===== config.mk =====
export PLATFORM = sky130hd
export DESIGN_NAME = acq_sequencer
export DESIGN_NICKNAME = d
export VERILOG_FILES = /design/src/rtl/acq_sequencer.sv
export SDC_FILE = /design/constraint.sdc
export NUM_CORES = 1
export LEC_CHECK = 0
export CAP_MARGIN = 10
export CELL_PAD_IN_SITES_DETAIL_PLACEMENT = 1
export CELL_PAD_IN_SITES_GLOBAL_PLACEMENT = 1
export CORE_MARGIN = 2
export CORE_UTILIZATION = 41
export DETAILED_ROUTE_END_ITERATION = 12
export PLACE_DENSITY_LB_ADDON = 0.1
export SYNTH_ARGS = -nofsm -noshare
export SYNTH_HDL_FRONTEND = slang
export SYNTH_SLANG_ARGS = --single-unit

===== constraint.sdc =====
create_clock -name clk -period 5 [get_ports clk]
set_input_delay 1.25 -clock clk [delete_from_list [all_inputs] [get_ports clk]]
set_output_delay 1.25 -clock clk [all_outputs]
set_load 0.02 [all_outputs]

===== src/rtl/acq_sequencer.sv =====
// acq_sequencer: AGC load -> settle -> ADC config -> framed capture. The capture watchdog is built only with ACQ_SEQ_TIMEOUT_EN.
// Latency: agc_load 1 cycle after start, adc_ldctrl AGC_SETTLE_CYC later, adc_enable CFG_WAIT_CYC after that.
// Backpressure: none; start is dropped silently while busy, and stop aborts from any active state.
module acq_sequencer #(
  parameter int unsigned CNT_W          = 32,
  parameter int unsigned AGC_SETTLE_CYC = 48000,
  parameter int unsigned CFG_WAIT_CYC   = 100,
  parameter int unsigned TIMEOUT_CYC    = 65536
) (
  input  logic             clk,
  input  logic             arstn,
  input  logic             start,
  input  logic             stop,
  input  logic             continuous,
  input  logic [15:0]      agc_word,
  input  logic [9:0]       ctrl_word,
  input  logic [CNT_W-1:0] nsamples,
  input  logic             sample_valid,
  output logic [15:0]      agc_data,
  output logic             agc_load,
  output logic [9:0]       adc_ctrlword,
  output logic             adc_ldctrl,
  output logic             adc_enable,
  output logic             busy,
  output logic             frame_done,
  output logic             aborted,
  output logic             cmd_err,
  output logic [CNT_W-1:0] sample_cnt
);

  typedef enum logic [2:0] {
    ST_IDLE,
    ST_AGC_LOAD,
    ST_AGC_SETTLE,
    ST_ADC_CFG,
    ST_CFG_WAIT,
    ST_CAPTURE
  } state_t;

  localparam logic [CNT_W-1:0] SETTLE_LAST = CNT_W'(AGC_SETTLE_CYC - 1);
  localparam logic [CNT_W-1:0] CFGW_LAST   = CNT_W'(CFG_WAIT_CYC - 1);

  state_t           state_q;
  logic [15:0]      agc_data_q;
  logic [9:0]       adc_ctrlword_q;
  logic [9:0]       ctrl_q;
  logic [CNT_W-1:0] nsamples_q;
  logic             cont_q;
  logic [CNT_W-1:0] cyc_q;
  logic [CNT_W-1:0] sample_cnt_q;
  logic             agc_load_q;
  logic             adc_ldctrl_q;
  logic             adc_enable_q;
  logic             busy_q;
  logic             frame_done_q;
  logic             aborted_q;
  logic             cmd_err_q;

  logic [CNT_W-1:0] cyc_d;
  logic [CNT_W-1:0] sample_cnt_d;
  logic             settle_done;
  logic             cfg_done;
  logic             frame_last;
  logic             wd_expired;

  assign cyc_d        = cyc_q + CNT_W'(1);
  assign sample_cnt_d = sample_cnt_q + CNT_W'(1);
  // Interval counts start on the pulse cycle itself, so the pulse cycle is count 0.
  assign settle_done  = (cyc_q == SETTLE_LAST);
  assign cfg_done     = (cyc_q == CFGW_LAST);
  assign frame_last   = (sample_cnt_q == (nsamples_q - CNT_W'(1)));

`ifdef ACQ_SEQ_TIMEOUT_EN
  localparam logic [CNT_W-1:0] WD_LAST = CNT_W'(TIMEOUT_CYC - 1);

  logic [CNT_W-1:0] wd_q;

  always_ff @(posedge clk or negedge arstn) begin
    if (!arstn) begin
      wd_q <= '0;
    end else if (state_q != ST_CAPTURE || sample_valid) begin
      wd_q <= '0;
    end else begin
      wd_q <= wd_q + CNT_W'(1);
    end
  end

  assign wd_expired = (state_q == ST_CAPTURE) && !sample_valid && (wd_q == WD_LAST);
`else
  logic unused_timeout;
  assign unused_timeout = (TIMEOUT_CYC == 0);
  assign wd_expired     = 1'b0;
`endif

  always_ff @(posedge clk or negedge arstn) begin
    if (!arstn) begin
      state_q        <= ST_IDLE;
      agc_data_q     <= 16'h2AAA;
      adc_ctrlword_q <= 10'b0000100100;
      ctrl_q         <= 10'b0000100100;
      nsamples_q     <= '0;
      cont_q         <= 1'b0;
      cyc_q          <= '0;
      sample_cnt_q   <= '0;
      agc_load_q     <= 1'b0;
      adc_ldctrl_q   <= 1'b0;
      adc_enable_q   <= 1'b0;
      busy_q         <= 1'b0;
      frame_done_q   <= 1'b0;
      aborted_q      <= 1'b0;
      cmd_err_q      <= 1'b0;
    end else begin
      agc_load_q   <= 1'b0;
      adc_ldctrl_q <= 1'b0;
      frame_done_q <= 1'b0;
      aborted_q    <= 1'b0;
      cmd_err_q    <= 1'b0;
      if (state_q != ST_IDLE && stop) begin
        // Abort outranks a frame completing on the same cycle; sample_cnt keeps its value.
        state_q      <= ST_IDLE;
        adc_enable_q <= 1'b0;
        busy_q       <= 1'b0;
        aborted_q    <= 1'b1;
      end else begin
        case (state_q)
          ST_IDLE: begin
            if (start && !stop) begin
              if (nsamples != '0) begin
                nsamples_q   <= nsamples;
                cont_q       <= continuous;
                ctrl_q       <= ctrl_word;
                agc_data_q   <= agc_word;
                agc_load_q   <= 1'b1;
                busy_q       <= 1'b1;
                cyc_q        <= '0;
                sample_cnt_q <= '0;
                state_q      <= ST_AGC_LOAD;
              end else begin
                cmd_err_q <= 1'b1;
              end
            end
          end
          ST_AGC_LOAD, ST_AGC_SETTLE: begin
            if (settle_done) begin
              adc_ctrlword_q <= ctrl_q;
              adc_ldctrl_q   <= 1'b1;
              cyc_q          <= '0;
              state_q        <= ST_ADC_CFG;
            end else begin
              cyc_q   <= cyc_d;
              state_q <= ST_AGC_SETTLE;
            end
          end
          ST_ADC_CFG, ST_CFG_WAIT: begin
            if (cfg_done) begin
              adc_enable_q <= 1'b1;
              sample_cnt_q <= '0;
              state_q      <= ST_CAPTURE;
            end else begin
              cyc_q   <= cyc_d;
              state_q <= ST_CFG_WAIT;
            end
          end
          ST_CAPTURE: begin
            if (wd_expired) begin
              cmd_err_q    <= 1'b1;
              adc_enable_q <= 1'b0;
              busy_q       <= 1'b0;
              state_q      <= ST_IDLE;
            end else if (sample_valid) begin
              if (frame_last) begin
                sample_cnt_q <= '0;
                frame_done_q <= 1'b1;
                if (!cont_q) begin
                  adc_enable_q <= 1'b0;
                  busy_q       <= 1'b0;
                  state_q      <= ST_IDLE;
                end
              end else begin
                sample_cnt_q <= sample_cnt_d;
              end
            end
          end
          default: begin
            state_q <= ST_IDLE;
          end
        endcase
      end
    end
  end

  assign agc_data     = agc_data_q;
  assign agc_load     = agc_load_q;
  assign adc_ctrlword = adc_ctrlword_q;
  assign adc_ldctrl   = adc_ldctrl_q;
  assign adc_enable   = adc_enable_q;
  assign busy         = busy_q;
  assign frame_done   = frame_done_q;
  assign aborted      = aborted_q;
  assign cmd_err      = cmd_err_q;
  assign sample_cnt   = sample_cnt_q;

endmodule


Word level (Yosys, flattened, before mapping)
Cells that the tools add are included. W data, S select, Z words.

Bits in registers: 143. Input bits: 64. Logic and storage cells: 101. Output and inout bits: 65.

Add/subtract/negate cells: 3. Mux-type cells: 44. Bitwise operators: 1. Reduce and logical (&&, ||, !) cells: 19. Equality and inequality tests: 19.

Operators by type and width (number): $mux W32 (7); $pmux W32 S3 (2); $add A32 B1 Y32 const B (2); $eq A32 B16 Y1 const B (1); $eq A32 B32 Y1 (1); $eq A32 B7 Y1 const B (1); $reduce_bool A32 Y1 (1); $sub A32 B1 Y32 const B (1); $mux W1 (26); $mux W3 (6); $ne A3 B3 Y1 const B (6); $reduce_and A5 Y1 (3); $reduce_bool A3 Y1 (5); $pmux W3 S4 (1); $reduce_and A6 Y1 (2); $ne A2 B2 Y1 const B (5); $eq A3 B2 Y1 const B (2); $eq A3 B3 Y1 const B (2); $pmux W1 S2 (2); $reduce_and A4 Y1 (1); $reduce_or A2 Y1 (2); $eq A3 B1 Y1 const B (1); $logic_not A3 Y1 (1); $reduce_and A3 Y1 (1); other kinds (3) (4).

Depth between registers and ports, before layout
Gate-level depths: netlist of run 1.

Depth after elaboration: 6. Gate-level depth with buffers: 13. Gate-level depth less buffers: 10.

Least setup slack after synthesis of run 1
No wires, ideal clock.

Path type: register to register. Start: reg nsamples_q[8]. End: reg sample_cnt_q[22] (netlist: sample_cnt[22]). Data arrival time: 3703 ps. Clock period less this slack: 3838 ps. Path buffers: 5. Cell stages (with the launch flop): 14. Library setup time: 136 ps. Required time: 4864 ps. Slack: 1162 ps. Cells stage by stage: dfrtp_1 buf_2 or4_1 clkbuf_1 or4_1 or4_1 xnor2_1 or4b_1 or4_1 buf_2 buf_6 buf_6 nand4_1 mux2i_1.

Word-level cells in the longest chain between the ends: 5.

Ends and longest elaborated chain: from (decl) (line 47) `logic [CNT_W-1:0] nsamples_q;`; from (signal assigned) (line 129) `nsamples_q <= nsamples;`; $sub A32 B1 Y32 (line 71) `assign frame_last = (sample_cnt_q == (nsamples_q - CNT_W'(1)));`; $eq A32 B32 Y1 (line 71); $mux W32 (line 171) `if (frame_last) begin`; $mux W32 (line 170) `end else if (sample_valid) begin`; $pmux W32 S3 (line 125) `case (state_q)`; to (signal assigned) (line 180) `sample_cnt_q <= sample_cnt_d;`; to (decl) (line 50) `logic [CNT_W-1:0] sample_cnt_q;`.

Every way passes these cells. The select of a mux whose other input is x is not followed. A chain may end at the register's enable or synchronous reset.

Worst setup path after layout of run 1
Start: reg nsamples_q[7]. End: reg sample_cnt_q[15] (netlist: sample_cnt[15]).

Same word-level chain as after synthesis.

==> results of run 1 <==
==> per-layer routing <==
layer / share of wire / track usage / wire [µm]
met5: 0 / 0 / 0
met2: 0.49 / 0.408 / 12300
met1: 0.46 / 0.331 / 11600
met3: 0.043 / 0.0445 / 1090
met4: 0.010 / 0.0593 / 255
==> kinds of logic after synthesis <==
group	synth area share
DFF	0.438
adders and majority gates	0.00580
and+or+nand+nor	0.260
xor gates and xnor gates	0.0684
AOI/OAI and AO/OA	0.104
muxes	0.0736
buffers and inverters	0.0493
==> sequential cells by signal, summed over array words and instances, names as in the netlist, 3 cells and up <==
name / count
ctrl_q: 10
sample_cnt: 32
agc_data: 16
adc_ctrlword: 10
state_q: 3
nsamples_q: 32
cyc_q: 32
==> synthesized netlist by cell type, types with 3 or more instances <==
master,count,area (µm²)
nand3b_1,3,22.5
xor2_1,28,245
nor3_1,29,145
nor2_1,42,158
mux2i_1,13,130
a31oi_1,30,188
dfstp_2,11,289
or4_1,10,75.1
ha_1,3,37.5
nor4_1,30,188
and4_1,4,35.0
nand3_1,40,200
buf_6,4,45.0
nand2b_1,11,68.8
a22oi_1,3,22.5
nor4b_1,3,26.3
or2_2,3,18.8
o211ai_1,3,22.5
a21o_1,4,30.0
or3_1,11,68.8
clkbuf_1,43,161
o21a_1,4,30.0
o31ai_1,4,30.0
o21ai_0,29,145
a211oi_1,4,30.0
mux2_2,42,473
nand4_1,42,263
buf_2,4,20.0
o22ai_1,18,113
xnor2_1,36,315
dfrtp_1,132,3300
and3_1,21,131
a21oi_1,11,55.1
and2_1,7,43.8
nor2b_1,8,50.1
inv_1,39,146
nand4b_1,3,26.3
buf_1,3,11.3
nand2_1,129,484
==> worst register-to-register path, stage by stage, from the launching register on <==
cell	delay (ps)
dfrtp_1	500
or4_1	710
or4_1	560
or4_1	460
xnor2_1	160
or4b_1	540
or4_1	780
buf_4	330
a31oi_1	210
o22ai_1	110
==> power groups by stage <==
stage | sequential (mW) | combinational (mW) | clock, mW
CTS | 1.80 | 1.79 | 1.34
detailed placement | 1.81 | 1.78 | 0
global route | 1.86 | 1.97 | 1.39
floorplan | 1.74 | 1.19 | 0
global placement | 1.80 | 1.74 | 0
finish | 1.80 | 1.78 | 1.31
==> final cells by class <==
cell class | count | share of cell area
Clock inverter | 15 | 0.0167
Multi-Input combinational cell | 663 | 0.407
Timing Repair Buffer | 152 | 0.141
Tap cell | 265 | 0.0321
Clock buffer | 17 | 0.0411
Inverter | 39 | 0.0142
Sequential cell | 143 | 0.347
==> worst max path at each step <==
stage               slack [ps]        endpoint     startpoint  cells past startpoint
floorplan                 1160  sample_cnt[22]  nsamples_q[8]                     13
global placement           650   sample_cnt[3]  nsamples_q[7]                      8
detailed placement         550  sample_cnt[25]  nsamples_q[7]                      8
CTS                        520  sample_cnt[15]  nsamples_q[7]                      9
global route               280  sample_cnt[15]  nsamples_q[7]                      9
finish                     510  sample_cnt[15]  nsamples_q[7]                      9
==> stage by stage <==
stage	utilization	setup WS (ps)	std cells
after floorplan	-	1160	902
after global placement	0.499	648	1262
after detailed placement	0.499	553	1262
after CTS	0.530	519	1294
after global routing	0.530	278	1294
final	0.530	511	1294
==> summary.md, run 1 <==
| Metric | Value |
|---|---|
| Status | completed |
| First-pass GRT wire length | 41600 µm |
| Die Height | 145 µm |
| Setup TNS | 0 ps |
| Total number of vias | 7383 |
| Total wire length | 25200 µm |
| Setup violations, final | 0 |
| Core area | 19500 µm² |
| Synth Net Count | 969 |
| Hold WS | 460 ps |
| Commonest non-fill, non-tap cells in the layout | dfrtp_1, nand2_1, clkdlybuf4s50_1 |
| Yosys reg bits | 143 |
| Hold path start | agc_data[7] |
| Clk_lat worst skew | 430 ps |
| Top delay family on crit path | simple AND/OR/NAND/NOR gates |
| Post-synthesis sequential area ratio | 0.438 |
| Reg-to-Reg End | sample_cnt[15] |
| Seq pwr share | 0.368 |
| Grt ovf | 0 |
| H-tree levels | 4 |
| Reg area | 3590 µm² |
| Maximum clock rate | 223 MHz |
| Post-DRT Antenna Nets | 0 |
| Detailed Place HPWL | 18200 µm |
| Clk sink count | 143 |
| Placed inst area | 9750 µm² |
| Hold-critical path depth | 2 |
| Critical Path Most Common Cell | or4_1 |
| Hold Crit Class | reg -> reg |
| Root Buffer | clkbuf_16 |
| Ys flop type | dfrtp_1 |
| CTS clock-pin slew for the worst setup and hold paths | 60 ps |
| Data arrival, critical path | 4780 ps |
| Worst Setup Path Type | reg -> reg |
| Fin. Hold Viols | 0 |
| Reg2reg start | nsamples_q[7] |
| Worst VDD drop | 0.000243 V |
| CTS tree | yes |
| Fill cells | 2279 |
| Async set or reset register ratio after synthesis | 1.00 |
| Buffers on Ports | 128 |
| Gpl congestion | 0.854 |
| Clk pwr share | 0.268 |
| Finished Cell Area | 10300 µm² |
| Unrepaired setup endpoints after global routing | false |
| Total chip power | 4.89 mW |
| Yosys Warn Count | 0 |
| Synth cell types | 69 |
| Net Sw Frac | 0.389 |
| Tot GR Track Use | 0.244 |
| Die Area | 21100 µm² |
| Final Max Slew Viols | 0 |
| # rows | 51 |
| Drt pass-1 iters | 5 |
| Comb pwr share | 0.363 |
| Cts repair resizes | 0 |
| Static Leak | 4.11 nW |
| Mapped Area | 8200 µm² |
| Largest net degree at the start of global routing | 83 |
| Per-cell routed wire length | 19.5 µm |
| Fin crit share | 0.898 |
| Slew margin rel. | 0.321 |
| Starting Density | 0.420 |
| Most common cell after layout, fill and taps aside | dfrtp_1 |
| EDFF count, synth | 0 |
| Buf/Inv on CP | 1 |
| Clk buf depth | 2 |
| Critical Path Slowest Stage Cell | or4_1 |
| Ports | 129 |
| Vias/cell | 5.71 |
| Critical path required time | 5290 ps |
| Post-CTS setup buffer count | 0 |
| Nets | 1083 |
| DRC | 0 |
| DRT iter0 DRCs | 411 |
| DIE WIDTH | 145 µm |
| Cell Int Power | 2.99 mW |
| Mean Syn Cell Area | 9.09 µm² |
| CP peak stage delay | 780 ps |
| Vias in the first global route | 7550 |
| # Max-Cap Violations | 0 |
| CP max FO | 16 |
| Initial antenna violation count | 0 |
| Path depth of the worst reg2reg path | 9 |
| NetSw | 1.90 mW |
| Cts hold-fix bufs | 0 |
| CP endpoint kind | register |
| Pwr Density | 473 nW/µm² |
| WHS Endpoint | agc_data[7] |
| Mapped Cells | 902 |
| Area Overhead vs Synth | 26.2% |
| TritonCTS Buffers | 17 |
| Clock Skew | 17.0 ps |
| Area of the multi-input gates | 4210 µm² |
| Min cycle time layout | 4490 ps |
| R2r setup slk | 510 ps |
| Worst-Margin Slew | 1020 ps |
| Startpoint Class | register |
| Layout cell share with drive strength beyond 1 | 0.120 |
| Crit path cell chain | or4_1, or4_1, or4_1, xnor2_1, or4b_1, or4_1, buf_4, a31oi_1, o22ai_1 |
| Inserted Diodes | 0 |
(Power assumes the default switching activity.)
==> run 2, diff against run 1 <==
Settings changed: TNS_END_PERCENT set to 30.
==> results of run 2 <==
No change in the layout: final DEF, timing and power equal those of run 1.
==> run 3, diff against run 2 <==
Settings changed: SLEW_MARGIN set to 0.
==> results of run 3 <==
No change in the layout: final DEF, timing and power equal those of run 1.
